File: config.mk
export PLATFORM = sky130hd
export DESIGN_NAME = memory_mode_responder
export DESIGN_NICKNAME = d
export VERILOG_FILES = /design/src/rtl/memory_mode_responder.sv
export SDC_FILE = /design/constraint.sdc
export NUM_CORES = 1
export LEC_CHECK = 0
export ABC_AREA = 1
export CAP_MARGIN = 40
export CORE_MARGIN = 3
export CORE_UTILIZATION = 23
export CTS_CLUSTER_DIAMETER = 40
export DETAILED_ROUTE_END_ITERATION = 16
export PLACE_DENSITY = 0.53
export REMOVE_ABC_BUFFERS = 1
export SYNTH_ARGS = -nofsm -noshare
export SYNTH_HDL_FRONTEND = slang
export SYNTH_SLANG_ARGS = --single-unit
File: constraint.sdc
create_clock -name clock -period 3.35 [get_ports clock]
set_clock_uncertainty 0.1 [all_clocks]
set_input_delay 0.5025 -clock clock [delete_from_list [all_inputs] [get_ports clock]]
set_output_delay 0.5025 -clock clock [all_outputs]
set_load 0.02 [all_outputs]
File: src/rtl/memory_mode_responder.sv
// memory_mode_responder
// Memory-side responder for LOAD / STORE_PRELOAD / STORE / NOP commands.
// Converts RV32I byte/half/word accesses into word-only req/ack bus
// transactions. Sub-word stores use read-modify-write, and can reuse a word
// fetched earlier by STORE_PRELOAD. Load results are sign/zero extended.
module memory_mode_responder #(
    parameter int ADDRESS_WIDTH = 32
) (
    input  logic                     clock,
    input  logic                     reset,
    input  logic                     cmdValid,
    output logic                     cmdReady,
    input  logic [1:0]               memoryMode,
    input  logic [2:0]               funct3,
    input  logic [ADDRESS_WIDTH-1:0] address,
    input  logic [31:0]              rs2Data,
    output logic [31:0]              loadData,
    output logic                     done,
    output logic                     accessFault,
    output logic [ADDRESS_WIDTH-3:0] busAddress,
    output logic                     busReadRequest,
    output logic                     busWriteRequest,
    output logic [31:0]              busWriteData,
    input  logic [31:0]              busReadData,
    input  logic                     busAck
);

    localparam int WORD_AW = ADDRESS_WIDTH - 2;

    typedef enum logic [1:0] {
        MODE_LOAD          = 2'd0,
        MODE_STORE_PRELOAD = 2'd1,
        MODE_STORE         = 2'd2,
        MODE_NOP           = 2'd3
    } memory_mode_e;

    typedef enum logic [1:0] {
        IDLE  = 2'd0,
        READ  = 2'd1,
        WRITE = 2'd2,
        RESP  = 2'd3
    } state_e;

    state_e             state;
    memory_mode_e       mode_q;
    logic [2:0]         funct3_q;
    logic [1:0]         offset_q;
    logic [31:0]        rs2_q;

    // Word fetched by a preload (or the read half of an RMW), reusable by a
    // following sub-word STORE to the same word.
    logic               preload_valid;
    logic [WORD_AW-1:0] preload_address;
    logic [31:0]        preload_buffer;

    memory_mode_e       mode_in;
    logic [WORD_AW-1:0] word_address;
    logic               cmd_fault;
    logic               cmd_word;
    logic               preload_hit;

    // Replace the addressed byte/half lanes of a word with store data;
    // a word store replaces everything.
    function automatic logic [31:0] merge_store(
        input logic [31:0] word,
        input logic [2:0]  f3,
        input logic [1:0]  offset,
        input logic [31:0] data
    );
        logic [31:0] result;
        result = word;
        case (f3[1:0])
            2'b00:   result[{offset, 3'b000} +: 8]     = data[7:0];
            2'b01:   result[{offset[1], 4'b0000} +: 16] = data[15:0];
            default: result = data;
        endcase
        return result;
    endfunction

    // Select the addressed lane of a read word and extend it to 32 bits.
    function automatic logic [31:0] extend_load(
        input logic [31:0] word,
        input logic [2:0]  f3,
        input logic [1:0]  offset
    );
        logic [7:0]  lane_byte;
        logic [15:0] lane_half;
        logic [31:0] result;
        lane_byte = word[{offset, 3'b000} +: 8];
        lane_half = word[{offset[1], 4'b0000} +: 16];
        case (f3)
            3'b000:  result = {{24{lane_byte[7]}}, lane_byte};
            3'b001:  result = {{16{lane_half[15]}}, lane_half};
            3'b100:  result = {24'h000000, lane_byte};
            3'b101:  result = {16'h0000, lane_half};
            default: result = word;
        endcase
        return result;
    endfunction

    assign cmdReady     = (state == IDLE);
    assign mode_in      = memory_mode_e'(memoryMode);
    assign word_address = address[ADDRESS_WIDTH-1:2];
    assign cmd_word     = (funct3 == 3'b010);
    assign preload_hit  = preload_valid && (preload_address == word_address);

    // Classify the offered command: illegal width field or misaligned address.
    always_comb begin
        // NOTE: every always_comb output gets a default first so no path
        // leaves it unassigned, which would otherwise infer a latch.
        cmd_fault = 1'b0;
        case (mode_in)
            MODE_LOAD:
                cmd_fault = (funct3 == 3'b011) || (funct3[2:1] == 2'b11);
            MODE_STORE_PRELOAD, MODE_STORE:
                cmd_fault = funct3[2] || (funct3[1:0] == 2'b11);
            default:
                cmd_fault = 1'b0;
        endcase
        if (mode_in != MODE_NOP) begin
            if ((funct3[1:0] == 2'b01) && address[0])
                cmd_fault = 1'b1;
            if ((funct3[1:0] == 2'b10) && (address[1:0] != 2'b00))
                cmd_fault = 1'b1;
        end
    end

    // Command sequencing, bus handshakes and registered responses.
    always_ff @(posedge clock) begin
        // NOTE: all state uses non-blocking assignments so each register
        // samples pre-edge values of the others regardless of statement order.
        if (reset) begin
            // NOTE: the preload buffer is a single word, so it is reset along
            // with everything else; no reset-less storage array exists here.
            state           <= IDLE;
            mode_q          <= MODE_NOP;
            funct3_q        <= 3'b000;
            offset_q        <= 2'b00;
            rs2_q           <= 32'h0;
            loadData        <= 32'h0;
            done            <= 1'b0;
            accessFault     <= 1'b0;
            busAddress      <= '0;
            busReadRequest  <= 1'b0;
            busWriteRequest <= 1'b0;
            busWriteData    <= 32'h0;
            preload_valid   <= 1'b0;
            preload_address <= '0;
            preload_buffer  <= 32'h0;
        end else begin
            case (state)
                IDLE: begin
                    if (cmdValid) begin
                        mode_q   <= mode_in;
                        funct3_q <= funct3;
                        offset_q <= address[1:0];
                        rs2_q    <= rs2Data;
                        if (cmd_fault) begin
                            state       <= RESP;
                            done        <= 1'b1;
                            accessFault <= 1'b1;
                            loadData    <= 32'h0;
                        end else begin
                            case (mode_in)
                                MODE_LOAD: begin
                                    state          <= READ;
                                    busReadRequest <= 1'b1;
                                    busAddress     <= word_address;
                                end
                                MODE_STORE_PRELOAD: begin
                                    if (cmd_word) begin
                                        // A full-word store needs no old data.
                                        state <= RESP;
                                        done  <= 1'b1;
                                    end else begin
                                        state          <= READ;
                                        busReadRequest <= 1'b1;
                                        busAddress     <= word_address;
                                    end
                                end
                                MODE_STORE: begin
                                    if (cmd_word) begin
                                        state           <= WRITE;
                                        busWriteRequest <= 1'b1;
                                        busAddress      <= word_address;
                                        busWriteData    <= rs2Data;
                                    end else if (preload_hit) begin
                                        state           <= WRITE;
                                        busWriteRequest <= 1'b1;
                                        busAddress      <= word_address;
                                        busWriteData    <= merge_store(preload_buffer, funct3,
                                                                       address[1:0], rs2Data);
                                    end else begin
                                        state          <= READ;
                                        busReadRequest <= 1'b1;
                                        busAddress     <= word_address;
                                    end
                                end
                                default: begin
                                    state <= RESP;
                                    done  <= 1'b1;
                                end
                            endcase
                        end
                    end
                end

                READ: begin
                    if (busAck) begin
                        busReadRequest <= 1'b0;
                        if (mode_q == MODE_LOAD) begin
                            loadData <= extend_load(busReadData, funct3_q, offset_q);
                            state    <= RESP;
                            done     <= 1'b1;
                        end else begin
                            preload_buffer  <= busReadData;
                            preload_valid   <= 1'b1;
                            preload_address <= busAddress;
                            if (mode_q == MODE_STORE) begin
                                state           <= WRITE;
                                busWriteRequest <= 1'b1;
                                busWriteData    <= merge_store(busReadData, funct3_q,
                                                               offset_q, rs2_q);
                            end else begin
                                state <= RESP;
                                done  <= 1'b1;
                            end
                        end
                    end
                end

                WRITE: begin
                    if (busAck) begin
                        // Memory now differs from the buffered word.
                        busWriteRequest <= 1'b0;
                        preload_valid   <= 1'b0;
                        state           <= RESP;
                        done            <= 1'b1;
                    end
                end

                RESP: begin
                    done        <= 1'b0;
                    accessFault <= 1'b0;
                    loadData    <= 32'h0;
                    state       <= IDLE;
                end

                default: state <= IDLE;
            endcase
        end
    end

endmodule

# [Word level (Yosys, flattened, before mapping)]
# Cells that the tools add are included.
[word_totals] reg_bits=202 wordCells=168 latch_bits=0 ram_bits=0 rom_bits=0 memories=0
[op_classes] n_eq_ne=36 order_cmp=0 n_div=0 reduce_logical=31 bitwise_logic=2 add_sub_neg=4 n_mul=0 shifts=10 muxes=70
[ops] operator="two-way mux 32 bit" n=12
[ops] operator="case mux 32 bit (2 select lines)" n=3
[ops] operator="bitwise mux 32 bit" n=4
[ops] operator="case mux 32 bit (4 select lines)" n=1
[ops] operator="case mux 32 bit (3 select lines)" n=1
[ops] operator="variable shift 16 x 7 -> 32 bit, first input constant" n=2
[ops] operator="variable shift 8 x 7 -> 32 bit, first input constant" n=2
[ops] operator="indexed part select 16 x 7 -> 32 bit" n=2
[ops] operator="indexed part select 8 x 7 -> 32 bit" n=2
[ops] operator="case mux 30 bit (2 select lines)" n=1
[ops] operator="indexed part select 32 x 6 -> 16 bit" n=1
[ops] operator="indexed part select 32 x 6 -> 8 bit" n=1
[ops] operator="equality test 30 bit" n=1
[ops] operator="two-way mux 1 bit" n=30
[ops] operator="two-way mux 30 bit" n=1
[ops] operator="negator 5 -> 7 bit" n=4
[ops] operator="!= test 2 bit, second input constant" n=9
[ops] operator="AND reduction 8 bit" n=2
[ops] operator="equality test 2 bit, second input constant" n=7
[ops] operator="two-way mux 2 bit" n=7
[ops] operator="!= test 3 bit, second input constant" n=4
[ops] operator="zero test 2 bit" n=5
[ops] operator="case mux 1 bit (2 select lines)" n=5
[ops] operator="AND reduction 5 bit" n=2
[ops] operator="25 further kinds" n=44

# [Longest topological paths before layout]
# Gate-level depths: netlist (run 1).
[logic_depth] ltp_word=10 ltp_mapped=17 ltp_nobuf=16

# [Least setup slack after synthesis (run 1)]
# Ideal clock, no wire load.
[synth_timing] kind="in2reg" startpoint="input address[0]" endpoint="register loadData[21]" cell_stages=14 path_buffers=3 setup_slack_ps=979 setup_time_ps=66 required_time_ps=3184 arrival_ps=2205 cell_sequence="buf_2 > inv_1 > ha_1 > buf_2 > inv_2 > nand3_1 > nand3_2 > nand2_2 > nand2_4 > nand2_4 > nor3_4 > buf_6 > a22oi_2 > nor2_2"
[synth_between] elab_chain_cells=6 elab_cells_between_ends=8
[synth_rtl] element="from (decl)" line="15" rtl="input logic [ADDRESS_WIDTH-1:0] address,"
[synth_rtl] element="logical AND 1 bit / nonzero test 2 bit (equally long branches)" line="121, 123"
[synth_rtl] element="two-way mux 1 bit / logical AND 1 bit (equally long branches)" line="121, 123"
[synth_rtl] element="two-way mux 1 bit *" line="123" rtl="if ((funct3[1:0] == 2'b10) && (address[1:0] != 2'b00))"
[synth_rtl] element="two-way mux 1 bit *" line="120" rtl="if (mode_in != MODE_NOP) begin"
[synth_rtl] element="!= test 2 x 1 -> 1 bit (no source line) *"
[synth_rtl] element="AND reduction 5 bit (no source line) *"
[synth_rtl] element="to (signal assigned)" line="212" rtl="loadData <= extend_load(busReadData, funct3_q, offset_q);"
[synth_rtl] element="to (decl)" line="17" rtl="output logic [31:0] loadData,"
# Mark *: on every way between the ends. The rest lies on a longest branch, timed or not.
# A chain may end at the register's enable or synchronous reset.

# [Worst setup path after layout (run 1)]
[layout_timing] startpoint="register state[0]" endpoint="output cmdReady"
[layout_between] elab_chain_cells=1
[layout_rtl] element="from (decl)" line="44" rtl="state_e state;"
[layout_rtl] element="from (signal assigned)" line="135" rtl="state <= IDLE;"
[layout_rtl] element="from (signal assigned)" line="159" rtl="state <= RESP;"
[layout_rtl] element="from (signal assigned)" line="166" rtl="state <= READ;"
[layout_rtl] element="zero test 2 bit" line="101" rtl="assign cmdReady = (state == IDLE);"
[layout_rtl] element="to (decl)" line="12" rtl="output logic cmdReady,"
# Every way passes these cells.

==> summary.txt, run 1 <==
Drt
  – Via/cell ratio: ~4.7
  – Detailed router's first-iteration violation count: approximately 1,100
  – Total detailed-routing wirelength: 45,800 um
  – Number of nets with antenna violations after routing: 0
  – Average wire per cell in the routed design: about 18 um
  – Vias: 12,200
  – Detailed Routing Iterations Pass 1: 5
  – Total DRC errors in the routed layout: 0

Floorplan
  – Effective utilization at floorplan: a little under a quarter
  – Die ar.: 51,800 sq um
  – Core outline area: 48,100 sq um
  – Floorplan die width: roughly 230 um
  – Die boundary height: around 230 um
  – I/O pin count: just over 200
  – Number of placement rows: 80

Synthesis
  – Cell area after synthesis: approximately 11,000 sq um
  – Post-synthesis share of cell area spent on full adders, half adders and majority gates: between 2 and 2.5%
  – Dominant combinational cell family by area after synthesis: compound AO/OA/AOI/OAI gates
  – Post-synthesis instance total: ~1,700
  – Total of warnings raised by yosys: 0
  – Post-synthesis compound-gate area fraction: 28.5%
  – Simple-Gate Fraction of Synth Area: 19.5%
  – Fraction of synthesized cell area in xor and xnor cells: less than 1%
  – Share of synthesized area spent on multiplexers: 0%
  – Count of different cell masters after synthesis: 45
  – Synth Area per Inst: 6.63 sq um
  – Seq cells post-synth: just over 200
  – Fraction of the yosys area taken by sequential cells: 35.8%
  – EDFF count, synth: 0
  – Async set-or-reset flop fraction in the synthesized netlist: 0%
  – Top FF cell, synth: sky130_fd_sc_hd__dfxtp_1

GRT
  – Number of global-route vias before repair: approximately 12,000
  – Pin count of the biggest net entering global routing: 119
  – Antenna violations before repair: 6
  – Grt ovf: 0
  – Total global-route track usage: between 10% and 20%
  – Global-route wire length before repair: between 60,000 and 70,000 um

STA
  – Post-layout min period: around 2.8 ns
  – Relative max-transition margin: between 50% and 60%
  – Number of endpoints failing setup at the final stage: 0
  – Final critical-path share of the clock period: 82.6%
  – RSZ-0062 raised after global routing: false
  – Maximum clock frequency: 362 MHz
  – Fin. max-slew vios: 0
  – Worst hold slack: ~0.35 ns
  – Worst-Margin Slew: ~0.66 ns
  – Min setup slack post-route: slightly below 0.6 ns
  – Hold violation count in the final report: 0

Clocking
  – Number of buffers created by CTS: between 40 and 50
  – Number of buffers inserted for hold repair after clock tree synthesis: 0
  – Post-CTS setup buffers: 0
  – Clock Sinks: between 200 and 250
  – Number of cells upsized or downsized after cts: 0
  – Insertion delay of the later-clocked pin in the worst-skew pair: between 0.5 and 0.6 ns
  – Clock tree root buffer cell: sky130_fd_sc_hd__clkbuf_16
  – Clock input transition at the sequential cells of the worst setup and hold paths: approximately 0.050 ns
  – Longest Clk Path Bufs: 3
  – Clock tree from TritonCTS: yes
  – # H-tree levels: 2

Setup path
  – Arr. time, crit path: 2.16 ns
  – Worst Path Max Fanout: 8
  – Worst EP required: ~2.8 ns
  – Launch point of the worst reg-to-reg path: funct3_q[0]
  – Crit path launch type: flop
  – Worst setup startpoint: state[0]
  – Worst setup EP type: output pin
  – Classification of the worst setup path: reg -> out

Layout
  – Register area: 4040 sq um
  – NumNets Final: a little over 2,000
  – Area taken by multi-input logic gates: about 5700 sq um
  – Non-Filler Instances: 2,576
  – Final core utilization: about a third
  – Fraction of layout cells with a size suffix above 1: 7.98%
  – Area growth, synth to finish: 36.7%
  – Filler instances: approximately 5,200

Power and ir drop
  – Worst ir drop on vdd: 0.379 mV
  – Power per cell area: ~840 nW/um^2
  – Overall power consumption: between 10,000 and 15,000 uW
  – Static power due to leakage: roughly 0.0063 uW

Placement
  – Global placer's final weighted congestion: 0.919
  – Cell count after placement: 2,497
  – Post-Place Setup Slack: approximately 0.13 ns
  – Total of buffers placed on input and output ports: roughly 200
  – Detailed placement HPWL: 33,000 um

Hold path
  – Hold crit path type: in -> reg
  – Startpoint of the tightest hold check path: reset

Status
  – Run status: complete, no violations

Job
  – Total of max-cap violations: 0
[critical path: stages (launching register included)]
cell,delay (ns)
sky130_fd_sc_hd__dfxtp_1,0.35
sky130_fd_sc_hd__inv_1,0.10
sky130_fd_sc_hd__ha_1,0.40
sky130_fd_sc_hd__clkdlybuf4s50_1,0.76
[cells in the final DEF (no fill, tap or decap), types with 4 or more instances in the layout]
master	netlist	routed
sky130_fd_sc_hd__nor3_1	14	14
sky130_fd_sc_hd__dfxtp_1	202	202
sky130_fd_sc_hd__or2_2	5	5
sky130_fd_sc_hd__o2111ai_1	4	4
sky130_fd_sc_hd__o221ai_1	18	18
sky130_fd_sc_hd__a21oi_1	169	169
sky130_fd_sc_hd__o211ai_1	19	19
sky130_fd_sc_hd__o22ai_1	33	33
sky130_fd_sc_hd__nor2_2	11	11
sky130_fd_sc_hd__nand2_1	283	282
sky130_fd_sc_hd__xnor2_1	5	5
sky130_fd_sc_hd__nand4_1	10	10
sky130_fd_sc_hd__inv_2	10	10
sky130_fd_sc_hd__clkbuf_8	0	7
sky130_fd_sc_hd__a22oi_2	10	10
sky130_fd_sc_hd__clkinv_2	0	7
sky130_fd_sc_hd__nor2_1	161	161
sky130_fd_sc_hd__clkbuf_1	72	11
sky130_fd_sc_hd__a221oi_1	7	7
sky130_fd_sc_hd__a31oi_1	7	7
sky130_fd_sc_hd__a32oi_1	10	10
sky130_fd_sc_hd__inv_1	275	274
sky130_fd_sc_hd__o2111a_1	5	5
sky130_fd_sc_hd__o21ai_1	10	10
sky130_fd_sc_hd__clkbuf_16	0	43
sky130_fd_sc_hd__nand3_1	37	37
sky130_fd_sc_hd__clkdlybuf4s50_1	0	202
sky130_fd_sc_hd__a22oi_1	8	8
sky130_fd_sc_hd__buf_4	1	35
sky130_fd_sc_hd__o21ai_0	233	233
sky130_fd_sc_hd__ha_1	20	20
sky130_fd_sc_hd__a311oi_1	10	10
[per-layer routing]
layer / wire, um / vias to the layer above / track usage [%]
li1: - / 5992 / -
met1: 19500 / 5617 / 22.1
met2: 20300 / 513 / 28.0
met3: 4590 / 100 / 5.61
met4: 1350 / 6 / 5.87
met5: 42 / - / 0
[sequential cells by signal, summed over array words and instances, names as in the netlist]
register,flops
busWriteData,32
loadData,32
preload_buffer,32
rs2_q,32
busAddress,30
preload_address,30
funct3_q,3
mode_q,2
offset_q,2
state,2
accessFault,1
busReadRequest,1
busWriteRequest,1
done,1
preload_valid,1
[where the power goes]
part	internal, uW	leakage [uW]	switching (uW)
clock network	2740	0.000685	1420
logic	1910	0.00396	3530
registers	3040	0.00165	380
[metrics by stage]
stage	setup TNS, ns	instance area (sq um)
floorplan	-59.12	10800
global placement	0	14000
detailed placement	0	14000
CTS	0	15400
global route	0	15400
finish	0	15400
[cell usage after synthesis (6+ instances only)]
master | number | area share, %
sky130_fd_sc_hd__ha_1 | 20 | 2.2
sky130_fd_sc_hd__o22ai_1 | 33 | 1.8
sky130_fd_sc_hd__nor2_2 | 11 | 0.61
sky130_fd_sc_hd__nand3_1 | 37 | 1.6
sky130_fd_sc_hd__clkbuf_1 | 72 | 2.4
sky130_fd_sc_hd__o211ai_1 | 19 | 1.3
sky130_fd_sc_hd__a221oi_1 | 7 | 0.54
sky130_fd_sc_hd__o221ai_1 | 18 | 1.4
sky130_fd_sc_hd__nand2_1 | 283 | 9.4
sky130_fd_sc_hd__a311oi_1 | 10 | 0.78
sky130_fd_sc_hd__nor2_1 | 161 | 5.4
sky130_fd_sc_hd__a31oi_1 | 7 | 0.39
sky130_fd_sc_hd__buf_1 | 6 | 0.20
sky130_fd_sc_hd__inv_1 | 275 | 9.1
sky130_fd_sc_hd__nand4_1 | 10 | 0.55
sky130_fd_sc_hd__a22oi_1 | 8 | 0.53
sky130_fd_sc_hd__o21ai_0 | 233 | 10
sky130_fd_sc_hd__inv_2 | 10 | 0.33
sky130_fd_sc_hd__a21oi_1 | 169 | 7.5
sky130_fd_sc_hd__dfxtp_1 | 202 | 36
sky130_fd_sc_hd__a32oi_1 | 10 | 0.78
sky130_fd_sc_hd__a22oi_2 | 10 | 1.1
sky130_fd_sc_hd__buf_2 | 20 | 0.89
sky130_fd_sc_hd__o21ai_1 | 10 | 0.44
sky130_fd_sc_hd__nor3_1 | 14 | 0.62
[cell families after synthesis]
logic type | count (synthesis)
buffers and inverters | 390
xor gates and xnor gates | 6
adders and majority gates | 20
AOI/OAI and AO/OA | 554
DFF | 202
and+or+nand+nor | 531
[layout make-up]
cell class	instances	share of cell area, %
sequential	202	26.2
tap	656	5.32
clock inverter	16	1.23
antenna	2	0.0324
clock buffer	61	7.86
multi-input combinational	1111	37.1
inverter	287	7.01
timing repair buffer	241	15.2
[final timing paths]
path / to / slack, ns / depth (start not counted)
hold / removal: preload_address[20] / 0.35 / 4
setup / recovery: cmdReady / 0.58 / 3
setup reg to reg: busWriteData[20] / 0.71 / 11
hold reg to reg: preload_buffer[3] / 0.35 / 2
No activity file was read; power rests on OpenSTA's default activity.
==> run 2, diff against run 1 <==
==> constraint.sdc (replaced) <==
create_clock -name clock -period 2.6 [get_ports clock]
set_clock_uncertainty 0.1 [all_clocks]
set_input_delay 0.39 -clock clock [delete_from_list [all_inputs] [get_ports clock]]
set_output_delay 0.39 -clock clock [all_outputs]
set_load 0.02 [all_outputs]
==> run 2 against run 1 <==
Compared with the run above:
- flip-flop and latch count unchanged
- global-route usage increased by 0.57 points
- worst hold slack worse by 0.063 ns
- combinational power grew 37%
- clock-buffer cell count shrank 4
- sequential share of layout area shrank 1.3 points
- via count rose by 2.2%
- clock power up 47%
- cell count up 2.6%
- non-clock buffer count rose by 62
- critical endpoint is now busWriteData[20]
- largest cell class unchanged
- highest routed layer unchanged
==> summary.txt, run 2 (same netlist as run 1, synthesis figures left out) <==
Floorplan
  – Effective utilization at floorplan: 23.4% (unchanged)
  – Floorplan die width: 228 um (unchanged)
  – Number of placement rows: 80 (unchanged)
  – I/O pin count: 204 (unchanged)
  – Die boundary height: 228 um (unchanged)
  – Core outline area: 48,100 sq um (unchanged)
  – Die ar.: 51,800 sq um (unchanged)

Setup path
  – Kind of cell adding the most delay to the critical path: buffers and inverters
  – CP cell instances: clkdlybuf4s50_1, inv_1, buf_4, ha_1, inv_1, a21oi_1, nand2_1, o221ai_1, o21ai_0, buf_4, nand4_1, nand2_1, nor2_1
  – Count of cell instances traversed by the critical path: 13 (+10)
  – Worst Path Max Fanout: 5 (-3)
  – Max stage delay on crit path: 0.54 ns (-0.22 ns)
  – Buffers & Inverters on Critical Path: 5 (+3)
  – Arr. time, crit path: 2.70 ns (+0.54 ns)
  – Slowest library cell on the worst path: sky130_fd_sc_hd__clkdlybuf4s50_1
  – Worst EP required: 2.97 ns (+0.22 ns)
  – Classification of the worst setup path: in -> reg
  – Worst setup EP type: flop
  – Crit path launch type: input port
  – Cells on worst reg2reg path: 9 (-2)

STA
  – Hold violation count in the final report: 0 (unchanged)
  – Number of endpoints failing setup at the final stage: 0 (unchanged)
  – Min setup slack post-route: 0.264 ns (-0.321 ns)
  – Final critical-path share of the clock period: around 90%
  – Fin. max-slew vios: 0 (unchanged)
  – Maximum clock frequency: between 400 and 500 MHz
  – Worst hold slack: 0.284 ns (-0.0629 ns)
  – Relative max-transition margin: 53.3% (-2.4 points)
  – Total Negative Setup Slacks: 0 ns (unchanged)
  – RSZ-0062 raised after global routing: false
  – Post-layout min period: between 2 and 2.5 ns
  – Worst-Margin Slew: 0.692 ns (+0.0345 ns)

Drt
  – Vias: 12,500 (+2.2%)
  – Total DRC errors in the routed layout: 0 (unchanged)
  – Via/cell ratio: 4.73 (-0.38%)
  – Number of nets with antenna violations after routing: 0 (unchanged)
  – Average wire per cell in the routed design: 18.0 um (+1.1%)
  – Total detailed-routing wirelength: 47,500 um (+3.7%)
  – Detailed Routing Iterations Pass 1: 8 (+3)
  – Detailed router's first-iteration violation count: 1,032 (-3.2%)

Power and ir drop
  – Static power due to leakage: 0.00674 uW (+7.0%)
  – Worst ir drop on vdd: 0.502 mV (+32%)
  – Power per cell area: 1110 nW/um^2 (+31%)

Layout
  – Top library cells by usage in the layout, fill and taps aside: sky130_fd_sc_hd__nand2_1, sky130_fd_sc_hd__inv_1, sky130_fd_sc_hd__o21ai_0
  – Fraction of layout cells with a size suffix above 1: 11.4% (+3.4 points)
  – Area growth, synth to finish: 43.8%
  – Most common library cell in the layout ignoring fill and taps: sky130_fd_sc_hd__nand2_1
  – Non-Filler Instances: 2,644 (+2.6%)
  – NumNets Final: 2,076 (+3.2%)

Clocking
  – Clock tree from TritonCTS: yes
  – Insertion delay of the later-clocked pin in the worst-skew pair: 0.57 ns (about the same)
  – Number of buffers created by CTS: 46 (+7.0%)
  – Clock input transition at the sequential cells of the worst setup and hold paths: 0.05 ns (about the same)
  – # H-tree levels: 2 (unchanged)
  – Clock tree root buffer cell: sky130_fd_sc_hd__clkbuf_16
  – Longest Clk Path Bufs: 3 (unchanged)
  – Post-CTS setup buffers: 0 (unchanged)
  – Clock Sinks: 202 (unchanged)

Placement
  – Detailed placement HPWL: 34,800 um (+5.4%)
  – Post-Place Setup Slack: -0.282 ns (-0.414 ns)
  – Global placer's final weighted congestion: 0.920 (+0.16%)
  – Cell count after placement: 2,559 (+2.5%)
  – Total of buffers placed on input and output ports: 203 (unchanged)

GRT
  – Number of global-route vias before repair: 12,400 (+3.9%)
  – Global Route met1 Usage: 22.9% (+0.74 points)
  – Global-route wire length before repair: 71,800 um (+3.1%)
  – Grt ovf: 0 (unchanged)
  – Antenna violations before repair: 4 (-2)
  – Met2 global-route usage: 29.5% (+1.5 points)
  – Pin count of the biggest net entering global routing: 61 (-49%)
  – Met3 track demand over resource in global routing: 5.36% (-0.25 points)
  – Most Crowded Layer GR: met2
  – Total global-route track usage: 18.0% (+0.57 points)

Job
  – Total of max-cap violations: 0 (unchanged)

Status
  – Run status: complete, no violations

Hold path
  – Hold crit path type: in -> reg
  – Worst hold stages: 4 (unchanged)
## run 2: cell count changes in the layout (fill, tap and decap cells not counted), moves of 3 or more
cell	previous run	this run
sky130_fd_sc_hd__inv_6	1	8
sky130_fd_sc_hd__clkbuf_16	43	46
sky130_fd_sc_hd__clkbuf_1	11	7
sky130_fd_sc_hd__clkinv_2	7	1
sky130_fd_sc_hd__buf_4	35	87
sky130_fd_sc_hd__bufinv_16	3	6
sky130_fd_sc_hd__clkinv_4	2	5
sky130_fd_sc_hd__clkbuf_8	7	4
sky130_fd_sc_hd__buf_12	3	13
## run 2: final timing paths
check                         start                end  slack, ns
hold reg to reg   preload_buffer[5]  preload_buffer[5]       0.36
setup / recovery         address[0]   busWriteData[20]       0.26
hold / removal                reset   busWriteData[18]       0.28
setup reg to reg        funct3_q[0]    busWriteData[1]       0.28
## run 2: layout make-up
class / count / area, sq um
inverters: 287 / 1080
repair buffers: 303 / 2940
flip-flops and latches: 202 / 4040
multi-input cells: 1111 / 5730
well taps: 656 / 821
clock inverters: 27 / 385
fillers: 5157 / 31900
clock buffers: 57 / 1230
diodes: 1 / 2.50
## run 2: power breakdown
part	switching, uW	internal, uW
sequential	486	3920
combinational	4690	2790
clock	2090	4020
total	7260	10700
## run 2: timing repair
item / 4_1_cts / 5_1_grt
endpoints found under the setup margin: 1 / 0
gates resized for setup: 1 / 0
hold buffers: 0 / 0
## run 2: tightest hold or removal path, stage by stage
cell and delay [ns]:
sky130_fd_sc_hd__buf_2 0.13, sky130_fd_sc_hd__inv_4 0.18, sky130_fd_sc_hd__nand2_1 0.14, sky130_fd_sc_hd__nor2_1 0.03
## run 2: per-stage QoR
step                      instance area [sq um]  util [%]  total power (uW)
after floorplan                           10800         -              8520
after global placement                    14600      30.4             11800
after detailed placement                  14600      30.4             11900
after CTS                                 16200      33.7             18100
after global routing                      16200      33.7             19100
final                                     16200      33.7             18000
## run 2: routing by layer
metal | up-vias | share of wire [%]
met4 | 6 | 2.7
li1 | 6128 | -
met5 | - | 0.088
met1 | 5748 | 42
met2 | 529 | 45
met3 | 92 | 9.7
